## src/rtl/sipo_128.sv

```systemverilog
// ---------------------------------------------------------------------------
// sipo_128 : serial-in / parallel-out byte assembler
//
// Collects NUM_WORDS bytes into one DATA_W*NUM_WORDS bit block. Every level
// change on Wr delivers one byte. It sits between the UART receiver and the
// AES core.
//
// Ports
//   clk           in   1               rising-edge clock
//   reset         in   1               synchronous, active-high
//   Wr            in   1               toggle-write strobe (each 0->1 or 1->0 = one byte)
//   serial_in     in   DATA_W          byte sampled on the edge that sees the toggle
//   parallel_out  out  DATA_W*NUM_WORDS assembled block, registered
//   full          out  1               block complete, registered
//
// Handshake: there is no valid/ready pair. A byte is accepted on every rising
// clk edge where Wr differs from its value one cycle earlier. The sender must
// hold serial_in stable on that edge. There is no back-pressure, so the
// upstream must not toggle faster than once per clock.
// ---------------------------------------------------------------------------
module sipo_128 #(
  parameter int DATA_W    = 8,
  parameter int NUM_WORDS = 16
) (
  input  logic                        clk,
  input  logic                        reset,
  input  logic                        Wr,
  input  logic [DATA_W-1:0]           serial_in,
  output logic [DATA_W*NUM_WORDS-1:0] parallel_out,
  output logic                        full
);

  localparam int BLK_W = DATA_W * NUM_WORDS;
  localparam int CNT_W = (NUM_WORDS > 1) ? $clog2(NUM_WORDS) : 1;
  localparam logic [CNT_W-1:0] LAST = CNT_W'(NUM_WORDS - 1);

  logic             wr_q;
  logic [CNT_W-1:0] count;
  logic             capture;

  // The toggle is detected against the registered strobe, so a byte is
  // captured on the very edge where the new Wr level is first seen.
  assign capture = (Wr != wr_q);

  always_ff @(posedge clk) begin
    // Track Wr even during reset. A level held through reset release then
    // looks "old" and does not fire a capture.
    wr_q <= Wr;
    if (reset) begin
      parallel_out <= '0;
      full         <= 1'b0;
      count        <= '0;
    end else if (capture) begin
      parallel_out <= {parallel_out[BLK_W-DATA_W-1:0], serial_in};
      if (count == LAST) begin
        count <= '0;
        full  <= 1'b1;
      end else begin
        // A capture while full lands here with count==0. It opens a new block
        // and clears full.
        count <= count + 1'b1;
        full  <= 1'b0;
      end
    end
  end

endmodule

```

## config.mk

```make
export PLATFORM = sky130hd
export DESIGN_NAME = sipo_128
export DESIGN_NICKNAME = d
export VERILOG_FILES = /design/src/rtl/sipo_128.sv
export SDC_FILE = /design/constraint.sdc
export NUM_CORES = 1
export LEC_CHECK = 0
export ABC_AREA = 1
export BUFFER_PORTS_ARGS = -buffer_cell sky130_fd_sc_hd__buf_2
export CORE_ASPECT_RATIO = 1.75
export CORE_MARGIN = 10
export CORE_UTILIZATION = 55
export DETAILED_ROUTE_END_ITERATION = 10
export PLACE_DENSITY_LB_ADDON = 0.05
export SLEW_MARGIN = 15
export SYNTH_ARGS = -nofsm -noshare
export SYNTH_HDL_FRONTEND = slang
export SYNTH_SLANG_ARGS = --single-unit
```

## constraint.sdc

```tcl
create_clock -name clk -period 3.1 [get_ports clk]
set_input_delay 0 -clock clk [delete_from_list [all_inputs] [get_ports clk]]
set_output_delay 0 -clock clk [all_outputs]
set_load 0.05 [all_outputs]
```

==> impl_results.rst <==
.. list-table::
   :header-rows: 1

   * - Metric
     - Value
   * - Run status
     - complete, no violations
   * - Most common library cell in the layout ignoring fill and taps
     - sky130_fd_sc_hd__nor2_1
   * - Required time of the worst setup path
     - 3430 ps
   * - Register-to-register setup slack
     - 1200 ps
   * - Number of nets in the final layout
     - 735
   * - Hold_sp
     - Wr
   * - Filler cell count
     - 644
   * - Reg2reg start
     - wr_q
   * - Global placement routability congestion
     - 0.802
   * - Clock transition at the registers of the reported paths
     - 50 ps
   * - Pin count of the biggest net entering global routing
     - 135
   * - Cts repair resizes
     - 0
   * - Leakage power summed over all cells
     - 2.99 nW
   * - Sequential cell area
     - 0.00268 sq mm
   * - Crit-path leading delay family
     - buffers and inverters
   * - Endpoint of the lowest-slack register-to-register path
     - parallel_out[82]
   * - Final hold violations
     - 0
   * - Cells after synthesis
     - 593
   * - Max transition margin
     - 0.259
   * - Critical Path, Cell by Cell
     - inv_1 -> nand2_1 -> nand2_4 -> buf_4 -> o21ai_0 -> nor2_1
   * - Cell variety after synth
     - 17
   * - CP Max Fanout
     - 134
   * - Vias in the first global route
     - 4,100
   * - Buffers inserted during post-CTS setup optimization
     - 0
   * - Unrepaired setup endpoints after global routing
     - no
   * - WL final
     - 12,800 um
   * - Sink of the worst hold path
     - wr_q
   * - Setup WS post-layout
     - 1200 ps
   * - Multi-input gate area
     - 0.00173 sq mm
   * - Max-slew violation count
     - 0
   * - Remaining routing DRC violations
     - 0
   * - Hold Crit Class
     - in -> reg
   * - Wire length of the first global-routing pass
     - 20,200 um
   * - Overall track demand over capacity in global routing
     - 0.192
   * - Fmax
     - 526 MHz
   * - Number of setup violations in the final report
     - 0
   * - Standard cell core area
     - 0.00831 sq mm
   * - Flip-flop and latch count after synthesis
     - 134
   * - Category of the worst setup path launch point
     - flip-flop
   * - Top library cells by usage in the layout, fill and taps aside
     - sky130_fd_sc_hd__nor2_1, sky130_fd_sc_hd__buf_2, sky130_fd_sc_hd__dfxtp_1, sky130_fd_sc_hd__o21ai_0, sky130_fd_sc_hd__clkbuf_16
   * - Starting utilization of the core area
     - 0.565
   * - Worst Reg2Reg Path Length in Cells
     - 6
   * - Count of standard-cell rows
     - 44
   * - Crit path kind
     - reg -> reg
   * - Netlist Area Pre-Place
     - 0.00469 sq mm
   * - Antenna viol nets, final
     - 0
   * - Die span in y
     - 142 um
   * - Number of antenna violations at the first check in global routing
     - 0
   * - Slowest cell on crit path
     - sky130_fd_sc_hd__buf_4
   * - CTS tree
     - yes
   * - Final critical-path required period
     - 1900 ps
   * - Power per unit of standard cell area
     - 852 mW/mm^2
   * - Post-place setup slack
     - 1220 ps
   * - GRT overflow
     - 0
   * - Horizontal die dimension
     - 89.8 um
   * - Die footprint
     - 0.0128 sq mm
   * - First-pass DRT Iterations
     - 4
   * - Sum of net half-perimeters after detailed placement
     - 8090 um
   * - Area delta synth->final
     - 30.1%
   * - Number of warnings printed during yosys synthesis
     - 0
   * - Worst-Margin Slew
     - 1110 ps
   * - Share of synthesized area occupied by flip-flops and latches
     - 0.572
   * - Drt wl/cell
     - 15.0 um
   * - Maximum level of the CTS H-tree
     - 4
   * - Share of cells above drive strength 1
     - 0.242
   * - Root Buffer Master
     - sky130_fd_sc_hd__clkbuf_16
   * - Max_cap viols
     - 0
   * - Number of vias after detailed routing
     - 4,337
   * - Maximum cell stage delay along the critical path
     - 850 ps
   * - Setup TNS
     - 0 ps
   * - CP Data Arrival Time
     - 2230 ps
   * - Synthesized Nets
     - 605
   * - Hold path cells
     - 2
   * - Worst IR Drop VDD
     - 0.503 mV
   * - I/O pin cnt
     - 140
   * - # diodes
     - 0
   * - 1st-iter DRT viols
     - 312
   * - Sort of element at the end of the critical path
     - flip-flop
   * - Worst path bufs/invs
     - 2
   * - Total clock buffers created by CTS
     - 17
   * - Critical path depth
     - 6
   * - Number of sinks on the clock net
     - 134
   * - Count of port buffers added during placement
     - 139
   * - Average via count per standard cell
     - 5.10
   * - Period utilization
     - 0.614
   * - Average cell area after synthesis
     - 7.91 sq um
   * - Worst Clk Skew
     - 9.64 ps
   * - Bufs on Longest Clock Path
     - 2
   * - Skew-Pair Late Insertion Delay
     - 410 ps
[worst max path at each step]
stage | to | slack, ps | from
floorplan | parallel_out[67] | 1960 | wr_q
global placement | count[3] | 1280 | wr_q
detailed placement | count[0] | 1220 | wr_q
CTS | count[0] | 1200 | wr_q
global route | count[0] | 1000 | wr_q
finish | parallel_out[82] | 1200 | wr_q
[cells by family after synthesis]
kind of cell               after synthesis  share of synthesized area
buffers and inverters                   48                     0.0605
AOI/OAI and AO/OA                      132                      0.141
DFF                                    134                      0.572
adders and majority gates                1                    0.00267
and+or+nand+nor                        278                      0.224
[cells in the mapped netlist]
cell type / count / area [sq um]
sky130_fd_sc_hd__nor2_1: 261 / 980
sky130_fd_sc_hd__dfxtp_1: 134 / 2680
sky130_fd_sc_hd__o21ai_0: 117 / 586
sky130_fd_sc_hd__clkbuf_1: 18 / 67.6
sky130_fd_sc_hd__buf_6: 12 / 135
sky130_fd_sc_hd__o21ai_1: 12 / 60.1
sky130_fd_sc_hd__nand2_1: 11 / 41.3
sky130_fd_sc_hd__buf_2: 7 / 35.0
sky130_fd_sc_hd__inv_1: 5 / 18.8
sky130_fd_sc_hd__clkbuf_2: 4 / 20.0
sky130_fd_sc_hd__nand3_1: 4 / 20.0
sky130_fd_sc_hd__a21oi_1: 3 / 15.0
sky130_fd_sc_hd__buf_1: 1 / 3.75
sky130_fd_sc_hd__ha_1: 1 / 12.5
sky130_fd_sc_hd__inv_2: 1 / 3.75
sky130_fd_sc_hd__nand2_2: 1 / 6.26
sky130_fd_sc_hd__or2_2: 1 / 6.26
[final cells by class]
cell class	count	area share
inverter	6	0.00410
timing repair buffer	153	0.137
sequential	134	0.439
clock inverter	14	0.0418
clock buffer	18	0.0703
tap	115	0.0236
multi-input combinational	411	0.284
[metal layers]
| layer | GRT usage | vias to the layer above | wire, um | part of all wire |
|---|---|---|---|---|
| met4 | 0.0890 | 0 | 286 | 0.022 |
| met5 | 0 | - | 0 | 0 |
| met2 | 0.328 | 138 | 6600 | 0.51 |
| met1 | 0.206 | 2023 | 5160 | 0.40 |
| met3 | 0.0703 | 20 | 759 | 0.059 |
| li1 | - | 2156 | - | - |
[worst register-to-register path: cells and delay by family, from the launching register on]
kind	cells	cell delay (ps)
DFF	1	310
AOI/OAI and AO/OA	1	260
and+or+nand+nor	3	370
buffers and inverters	2	900
[through the flow]
step | cell area [sq um] | util | power (mW) | hold slack (ps) | std cells
after floorplan | 4690 | - | 2.72 | 27.7 | 593
after global placement | 5320 | 0.640 | 2.91 | 135 | 809
after detailed placement | 5320 | 0.640 | 2.92 | 144 | 809
after CTS | 6110 | 0.734 | 5.24 | 251 | 851
after global routing | 6110 | 0.734 | 5.39 | 291 | 851
final | 6110 | 0.734 | 5.20 | 277 | 851
[power breakdown]
group / internal, mW / switching, mW
logic: 0.197 / 0.732
clock network: 1.58 / 0.721
registers: 1.86 / 0.106
[flip-flops by register name, indices dropped and copies added, names as in the netlist]
name,count
parallel_out,128
full,1
count,4
wr_q,1
[what timing repair did]
action | CTS | global route
hold buffers | 10 | 0
endpoints found under the hold margin | 11 | 0
endpoints found under the setup margin | 0 | 0
No activity file was read; power rests on OpenSTA's default activity.
